<file path="src/rtl/uart_rx.sv">
`default_nettype none
// ============================================================================
// Module      : uart_rx
// Description : 16x-oversampled UART receiver with valid/ready byte output,
//               framing/overrun error pulses; optional parity via the
//               UART_RX_PARITY_EN macro.
// Revision    : 1.0 - initial release
// ============================================================================
module uart_rx #(
    parameter int DATA_BITS   = 8,
    parameter int OVERSAMPLE  = 16,
    parameter int SYNC_STAGES = 2
) (
    input  logic                 clk,
    input  logic                 rst_n,
    input  logic                 baud_tick,
    input  logic                 rx,
    output logic [DATA_BITS-1:0] rx_data,
    output logic                 rx_valid,
    input  logic                 rx_ready,
    output logic                 busy,
    output logic                 frame_err,
    output logic                 overrun_err
`ifdef UART_RX_PARITY_EN
    ,
    input  logic                 parity_en,
    input  logic                 parity_odd,
    output logic                 parity_err
`endif
);

    localparam int TW = $clog2(OVERSAMPLE);
    localparam int BW = (DATA_BITS > 1) ? $clog2(DATA_BITS) : 1;
    localparam logic [TW-1:0] TICK_MID  = TW'(OVERSAMPLE/2 - 1);
    localparam logic [TW-1:0] TICK_LAST = TW'(OVERSAMPLE - 1);
    localparam logic [BW-1:0] BIT_LAST  = BW'(DATA_BITS - 1);

    localparam logic [2:0] S_IDLE   = 3'd0;
    localparam logic [2:0] S_START  = 3'd1;
    localparam logic [2:0] S_DATA   = 3'd2;
`ifdef UART_RX_PARITY_EN
    localparam logic [2:0] S_PARITY = 3'd3;
`endif
    localparam logic [2:0] S_STOP   = 3'd4;
    localparam logic [2:0] S_BREAK  = 3'd5;

    logic [2:0]             r_state;
    logic [2:0]             w_next;
    logic [SYNC_STAGES-1:0] r_sync;
    logic [TW-1:0]          r_tick_cnt;
    logic [BW-1:0]          r_bit_cnt;
    logic [DATA_BITS-1:0]   r_shift;
    logic                   w_rx_s;
    logic                   w_data_smp;
    logic                   w_stop_smp;
    logic                   w_load;
    logic                   w_overrun;
`ifdef UART_RX_PARITY_EN
    logic                   w_par_smp;
    logic                   r_par_bad;
`endif

    assign w_rx_s = r_sync[SYNC_STAGES-1];

    always_ff @(posedge clk or negedge rst_n) begin
        if (!rst_n) begin
            r_state <= S_IDLE;
            r_sync  <= '1;
        end else begin
            r_state <= w_next;
            r_sync  <= {r_sync[SYNC_STAGES-2:0], rx};
        end
    end

    always_comb begin
        w_next = r_state;
        if (baud_tick) begin
            case (r_state)
                S_IDLE:  if (!w_rx_s) w_next = S_START;
                S_START: if (r_tick_cnt == TICK_MID) w_next = w_rx_s ? S_IDLE : S_DATA;
                S_DATA:  if (r_tick_cnt == TICK_LAST && r_bit_cnt == BIT_LAST) begin
`ifdef UART_RX_PARITY_EN
                             w_next = parity_en ? S_PARITY : S_STOP;
`else
                             w_next = S_STOP;
`endif
                         end
`ifdef UART_RX_PARITY_EN
                S_PARITY: if (r_tick_cnt == TICK_LAST) w_next = S_STOP;
`endif
                S_STOP:  if (r_tick_cnt == TICK_LAST) w_next = w_rx_s ? S_IDLE : S_BREAK;
                S_BREAK: if (w_rx_s) w_next = S_IDLE;
                default: w_next = S_IDLE;
            endcase
        end
    end

    always_comb begin
        busy       = (r_state != S_IDLE);
        w_data_smp = baud_tick && (r_state == S_DATA) && (r_tick_cnt == TICK_LAST);
        w_stop_smp = baud_tick && (r_state == S_STOP) && (r_tick_cnt == TICK_LAST);
`ifdef UART_RX_PARITY_EN
        w_par_smp  = baud_tick && (r_state == S_PARITY) && (r_tick_cnt == TICK_LAST);
`endif
        // A consumer taking the old byte in the completion cycle frees the slot.
        w_load     = w_stop_smp && w_rx_s && (!rx_valid || rx_ready);
        w_overrun  = w_stop_smp && w_rx_s && rx_valid && !rx_ready;
    end

    always_ff @(posedge clk or negedge rst_n) begin
        if (!rst_n) begin
            r_tick_cnt <= '0;
            r_bit_cnt  <= '0;
            r_shift    <= '0;
        end else if (baud_tick) begin
            if (r_state != w_next || r_state == S_IDLE || r_state == S_BREAK)
                r_tick_cnt <= '0;
            else
                r_tick_cnt <= (r_tick_cnt == TICK_LAST) ? '0 : r_tick_cnt + TW'(1);
            if (r_state != S_DATA)
                r_bit_cnt <= '0;
            else if (w_data_smp)
                r_bit_cnt <= r_bit_cnt + BW'(1);
            if (w_data_smp)
                r_shift <= {w_rx_s, r_shift[DATA_BITS-1:1]};
        end
    end

    always_ff @(posedge clk or negedge rst_n) begin
        if (!rst_n) begin
            rx_data     <= '0;
            rx_valid    <= 1'b0;
            frame_err   <= 1'b0;
            overrun_err <= 1'b0;
        end else begin
            frame_err   <= w_stop_smp && !w_rx_s;
            overrun_err <= w_overrun;
            if (w_load) begin
                rx_data  <= r_shift;
                rx_valid <= 1'b1;
            end else if (rx_ready) begin
                rx_valid <= 1'b0;
            end
        end
    end

`ifdef UART_RX_PARITY_EN
    always_ff @(posedge clk or negedge rst_n) begin
        if (!rst_n) begin
            r_par_bad  <= 1'b0;
            parity_err <= 1'b0;
        end else begin
            parity_err <= w_stop_smp && r_par_bad;
            if (r_state == S_IDLE)
                r_par_bad <= 1'b0;
            else if (w_par_smp)
                r_par_bad <= ((^r_shift) ^ w_rx_s) != parity_odd;
        end
    end
`endif

endmodule
`default_nettype wire

</file>
<file path="config.mk">
export PLATFORM = sky130hd
export DESIGN_NAME = uart_rx
export DESIGN_NICKNAME = d
export VERILOG_FILES = /design/src/rtl/uart_rx.sv
export SDC_FILE = /design/constraint.sdc
export NUM_CORES = 1
export LEC_CHECK = 0
export BUFFER_PORTS_ARGS = -buffer_cell sky130_fd_sc_hd__buf_2
export CORE_MARGIN = 5
export CORE_UTILIZATION = 35
export DETAILED_ROUTE_END_ITERATION = 10
export PLACE_DENSITY = 0.6
export SKIP_LAST_GASP = 1
export SLEW_MARGIN = 10
export SYNTH_ARGS = -nofsm -noshare
export SYNTH_HDL_FRONTEND = slang
export SYNTH_SLANG_ARGS = --single-unit
</file>
<file path="constraint.sdc">
create_clock -name clk -period 4.16 [get_ports clk]
set_input_delay 1.04 -clock clk [delete_from_list [all_inputs] [get_ports clk]]
set_output_delay 1.04 -clock clk [all_outputs]
set_load 0.02 [all_outputs]
</file>
# After elaboration in Yosys (flattened, before gate mapping)

Cells that the tools add are included.

Flip-flop bits (word level): 31
Bits in latches: 0
Memory bits (writable): 0
Memory bits (read-only): 0
Input bits: 5
Output and inout port bits: 12
Word-level logic and storage cells: 57
Memories kept: 0

Add/sub/neg operators: 2
$mul: 0
Div/mod/pow operators: 0
$lt $le $gt $ge: 0
Equality and inequality tests: 9
Shift operators: 0
Mux-type cells: 15
Bitwise operators: 0
Reductions and logical operators: 22

Operators with widths:

| kind                  | number |
|---|---|
| $mux W3               | 9 |
| $pmux W3 S5           | 1 |
| $logic_and A1 B1 Y1   | 10 |
| $eq A3 B3 Y1 const B  | 3 |
| $mux W4               | 2 |
| $add A4 B1 Y4 const B | 1 |
| $eq A4 B3 Y1 const B  | 1 |
| $eq A4 B4 Y1 const B  | 1 |
| $reduce_and A2 Y1     | 2 |
| $reduce_bool A2 Y1    | 2 |
| $add A3 B1 Y3 const B | 1 |
| $eq A3 B1 Y1 const B  | 1 |
| $eq A3 B2 Y1 const B  | 1 |
| $logic_not A1 Y1      | 3 |
| $logic_not A3 Y1      | 1 |
| $logic_or A1 B1 Y1    | 3 |
| $ne A3 B2 Y1 const B  | 1 |
| $ne A3 B3 Y1          | 1 |
| $reduce_bool A3 Y1    | 1 |
| $mux W1               | 2 |
| $mux W2               | 1 |

# Depth between registers and ports, before layout

Depth after elaboration: 9
Depth in mapped cells: 7
Depth with buffers taken out: 6

# Least setup slack after synthesis

No wires, ideal clock.

Kind: input-to-reg
From: input baud_tick
To: register r_tick_cnt[2]
Library setup time: 86 ps
Arrival time: 2132 ps
Data required time: 4074 ps
Setup slack: 1942 ps
Stages: 6
Cell sequence: buf_6 > mux2_4 > a32o_1 > a211oi_2 > nand3_2 > o221ai_2

Cells in the longest elaborated chain, start to end: 5

RTL lines:

| element                          | line | RTL |
|---|---|---|
| start, declared                  | 16   | `input logic baud_tick,` |
| $mux W3                          | 77   | `if (baud_tick) begin` |
| $ne A3 B3 Y1                     | 116  | `if (r_state != w_next \|\| r_state == S_IDLE \|\| r_state == S_BREAK)` |
| $logic_or A1 B1 Y1 (2 in series) | 116  |  |
| $mux W4                          | 116  |  |
| end signal, assigned             | 119  | `r_tick_cnt <= (r_tick_cnt == TICK_LAST) ? '0 : r_tick_cnt + TW'(1);` |
| end, declared                    | 50   | `logic [TW-1:0] r_tick_cnt;` |

Several ways; a longest one is shown, not always the timed one.
A chain may end at the register's enable or synchronous reset.

# Final worst setup path

From: input baud_tick
To: register rx_data[6]

Cells in the longest elaborated chain, start to end: 4

RTL lines:

| element                           | line | RTL |
|---|---|---|
| $logic_and A1 B1 Y1 (2 in series) | 101  | `w_stop_smp = baud_tick && (r_state == S_STOP) && (r_tick_cnt == TICK_LAST);` |
| $logic_and A1 B1 Y1 (2 in series) | 106  | `w_load = w_stop_smp && w_rx_s && (!rx_valid \|\| rx_ready);` |
| end signal, assigned              | 139  | `rx_data <= r_shift;` |
| end, declared                     | 18   | `output logic [DATA_BITS-1:0] rx_data,` |

No other way between the ends.

==> impl_metrics.toml <==
[run_status]
status = "finished clean"

[hold_path]
whs_path_depth = 0
hp-class = "reg2reg"

[clock_tree]
cts-root-buf = "clkbuf_8"
cts_sinks = 31
post-cts-setup-buffers = 0
cts_hold_buf = 0
cts_buffers = 5
insertion_delay_ps = 280
clockBufferDepth = 2
htree_levels = 2
cts_tree = "done"
clk_pin_slew_ps = 60
ctsResizeCount = 0

[global_routing]
grt_start_max_net_pins = 32
grt_antenna_before_repair = 0
overflow = 0
grt_pass1_vias = 1018
grt_usage = 0.107
grt_pass1_wl_mm = 4.51

[detailed_routing]
ant_nets = 0
drcViolationCount = 0
wirelength_mm = 2.52
routed-via-count = 988
vias_per_cell = 5.31
drt-pass1-iter-count = 5
drtIter0Drc = 54
wl_per_cell_um = 13.6

[timing]
slew_violations = 0
worst_pin_slew_ps = 806
hold_viol = 0
min_period_ps = 2600
finalCritPeriodShare = 0.626
final.setup.tns_ps = 0
rsz0062_at_grt = "false"
setup_viol = 0
max_freq_mhz = 384
skew_ps = 9.18
worst_slack_ps = 1560
relSlewSlack = 0.460

[yosys]
ys_types = 39
synth_area_per_cell_sq_um = 12.1
syn-cell-area_sq_um = 1440
yosysTopAreaCell = "dfrtp_1"
postSynthCellCount = 119
ys_seq_elements = 31
ys_warn_count = 0
synth_top_area_frac = 0.506
synth_top_cells_by_area = "dfrtp_1, mux2_1, dfstp_2"
syn_nets = 127
yosysSeqAreaShare = 0.542

[worst_setup_path]
crit_chain = "buf_2, nand4_1, nor2_1, nand4_1, nor2b_1, mux2_1"
cp.required_ps = 4320
r2r_cells = 6
crit_path_max_fanout = 19
path_class = "in2reg"
cp.arrival_ps = 2760
start_kind = "primary input"
crit_path_frequent_cell = "nand4_1"
critPathCaptureType = "register"
slowest_stage = "nor2b_1"
crit_path_max_incr_delay_ps = 570

[finish]
area_growth_pct = 16.6
drive_gt1_frac = 0.228
n_antenna_cell = 0
final_cell_mix = "dfrtp_1, mux2_1, buf_2"
layout_commonest_cell = "dfrtp_1"
final_nets = 143
instances_no_fill = 186
fin_area_sq_um = 1670

[pwr]
p_leak_nw = 0.854
total_power_w = 0.000874
ir_worst_vdd_uv = 211
power_density_nw_per_um2 = 522

[floorplan]
die-area_sq_um = 5480
io_pins = 17
rows = 23
die_width_um = 74.0
start_util = 0.359
placeableCoreArea_sq_um = 4000
die_y_um = 74.0

[flow_run]
cap_violations = 0

[placed_design]
io_buffers = 16
gp_congestion = 0.736
placed_cells = 178
pre_cts_slack_ps = 1240
dpl.hpwl_mm = 1.79
placed_cell_area_sq_um = 1540
## area by class of cell
cell class / instances / area, sq um
clock inverters: 2 / 60.1
repair buffers: 16 / 80.1
clock buffers: 6 / 72.6
multi-input cells: 76 / 601
fillers: 388 / 2330
well taps: 50 / 62.6
flip-flops and latches: 31 / 778
inverters: 5 / 18.8
## cell usage after synthesis, drive strengths merged
cell type	instances
a22o	2
a41oi	1
and4	1
dfrtp	29
nor2	6
mux2i	1
nand2b	3
a31oi	2
mux2	18
nand4b	1
buf	4
nand4	3
o21ai	3
and3	3
nand3	5
nand2	6
o311a	1
ha	3
nor4b	1
clkbuf	3
a21oi	4
a32o	1
o41a	1
dfstp	2
inv	5
nor2b	1
or3	1
a211oi	2
o22ai	3
o221ai	1
nor3	1
and3b	1
## worst paths after layout
path	end	from	slack, ps
worst min-delay path	r_sync[1]	r_sync[0]	360
worst min register to register	r_sync[1]	r_sync[0]	360
worst max register to register	rx_data[6]	r_tick_cnt[0]	1950
min in group asynchronous	r_shift[6]	rst_n	800
max in group asynchronous	r_bit_cnt[1]	rst_n	2930
worst max-delay path	rx_data[6]	baud_tick	1560
## registers in the layout (all words and copies together) (netlist names)
register	flops
overrun_err	1
r_shift	8
rx_data	8
rx_valid	1
r_state	3
frame_err	1
r_tick_cnt	4
r_bit_cnt	3
r_sync	2
## logic make-up after synthesis
family / count (synthesis) / share of synthesized area
simple gates: 33 / 0.128
flops: 31 / 0.542
compound gates: 21 / 0.113
mux: 19 / 0.151
buf+inv: 12 / 0.0392
fa+ha+maj: 3 / 0.0262
## power by group
part | total [W] | switching [W] | internal, W
registers | 0.000371 | 0.0000437 | 0.000327
logic | 0.000158 | 0.0000892 | 0.0000686
clock network | 0.000345 | 0.000106 | 0.000239
total | 0.000874 | 0.000238 | 0.000635
## stage by stage
step | utilization | hold slack (ps)
after floorplan | - | 345
after global placement | 0.385 | 346
after detailed placement | 0.385 | 350
after CTS | 0.418 | 359
after global routing | 0.418 | 365
final | 0.418 | 359
## metal layers
layer,routed length (um),vias to the layer above,part of all wire,global-route usage
li1,-,464,-,-
met1,1130,491,0.45,0.118
met2,1190,24,0.47,0.181
met3,143,9,0.057,0.0392
met4,63,0,0.025,0.0523
met5,0,-,0,0
## worst max-delay path: cells and delay by family
family,cells,cell delay [ps]
and+or+nand+nor,4,1050
muxes,1,380
buffers and inverters,1,290
(Power assumes the default switching activity.)
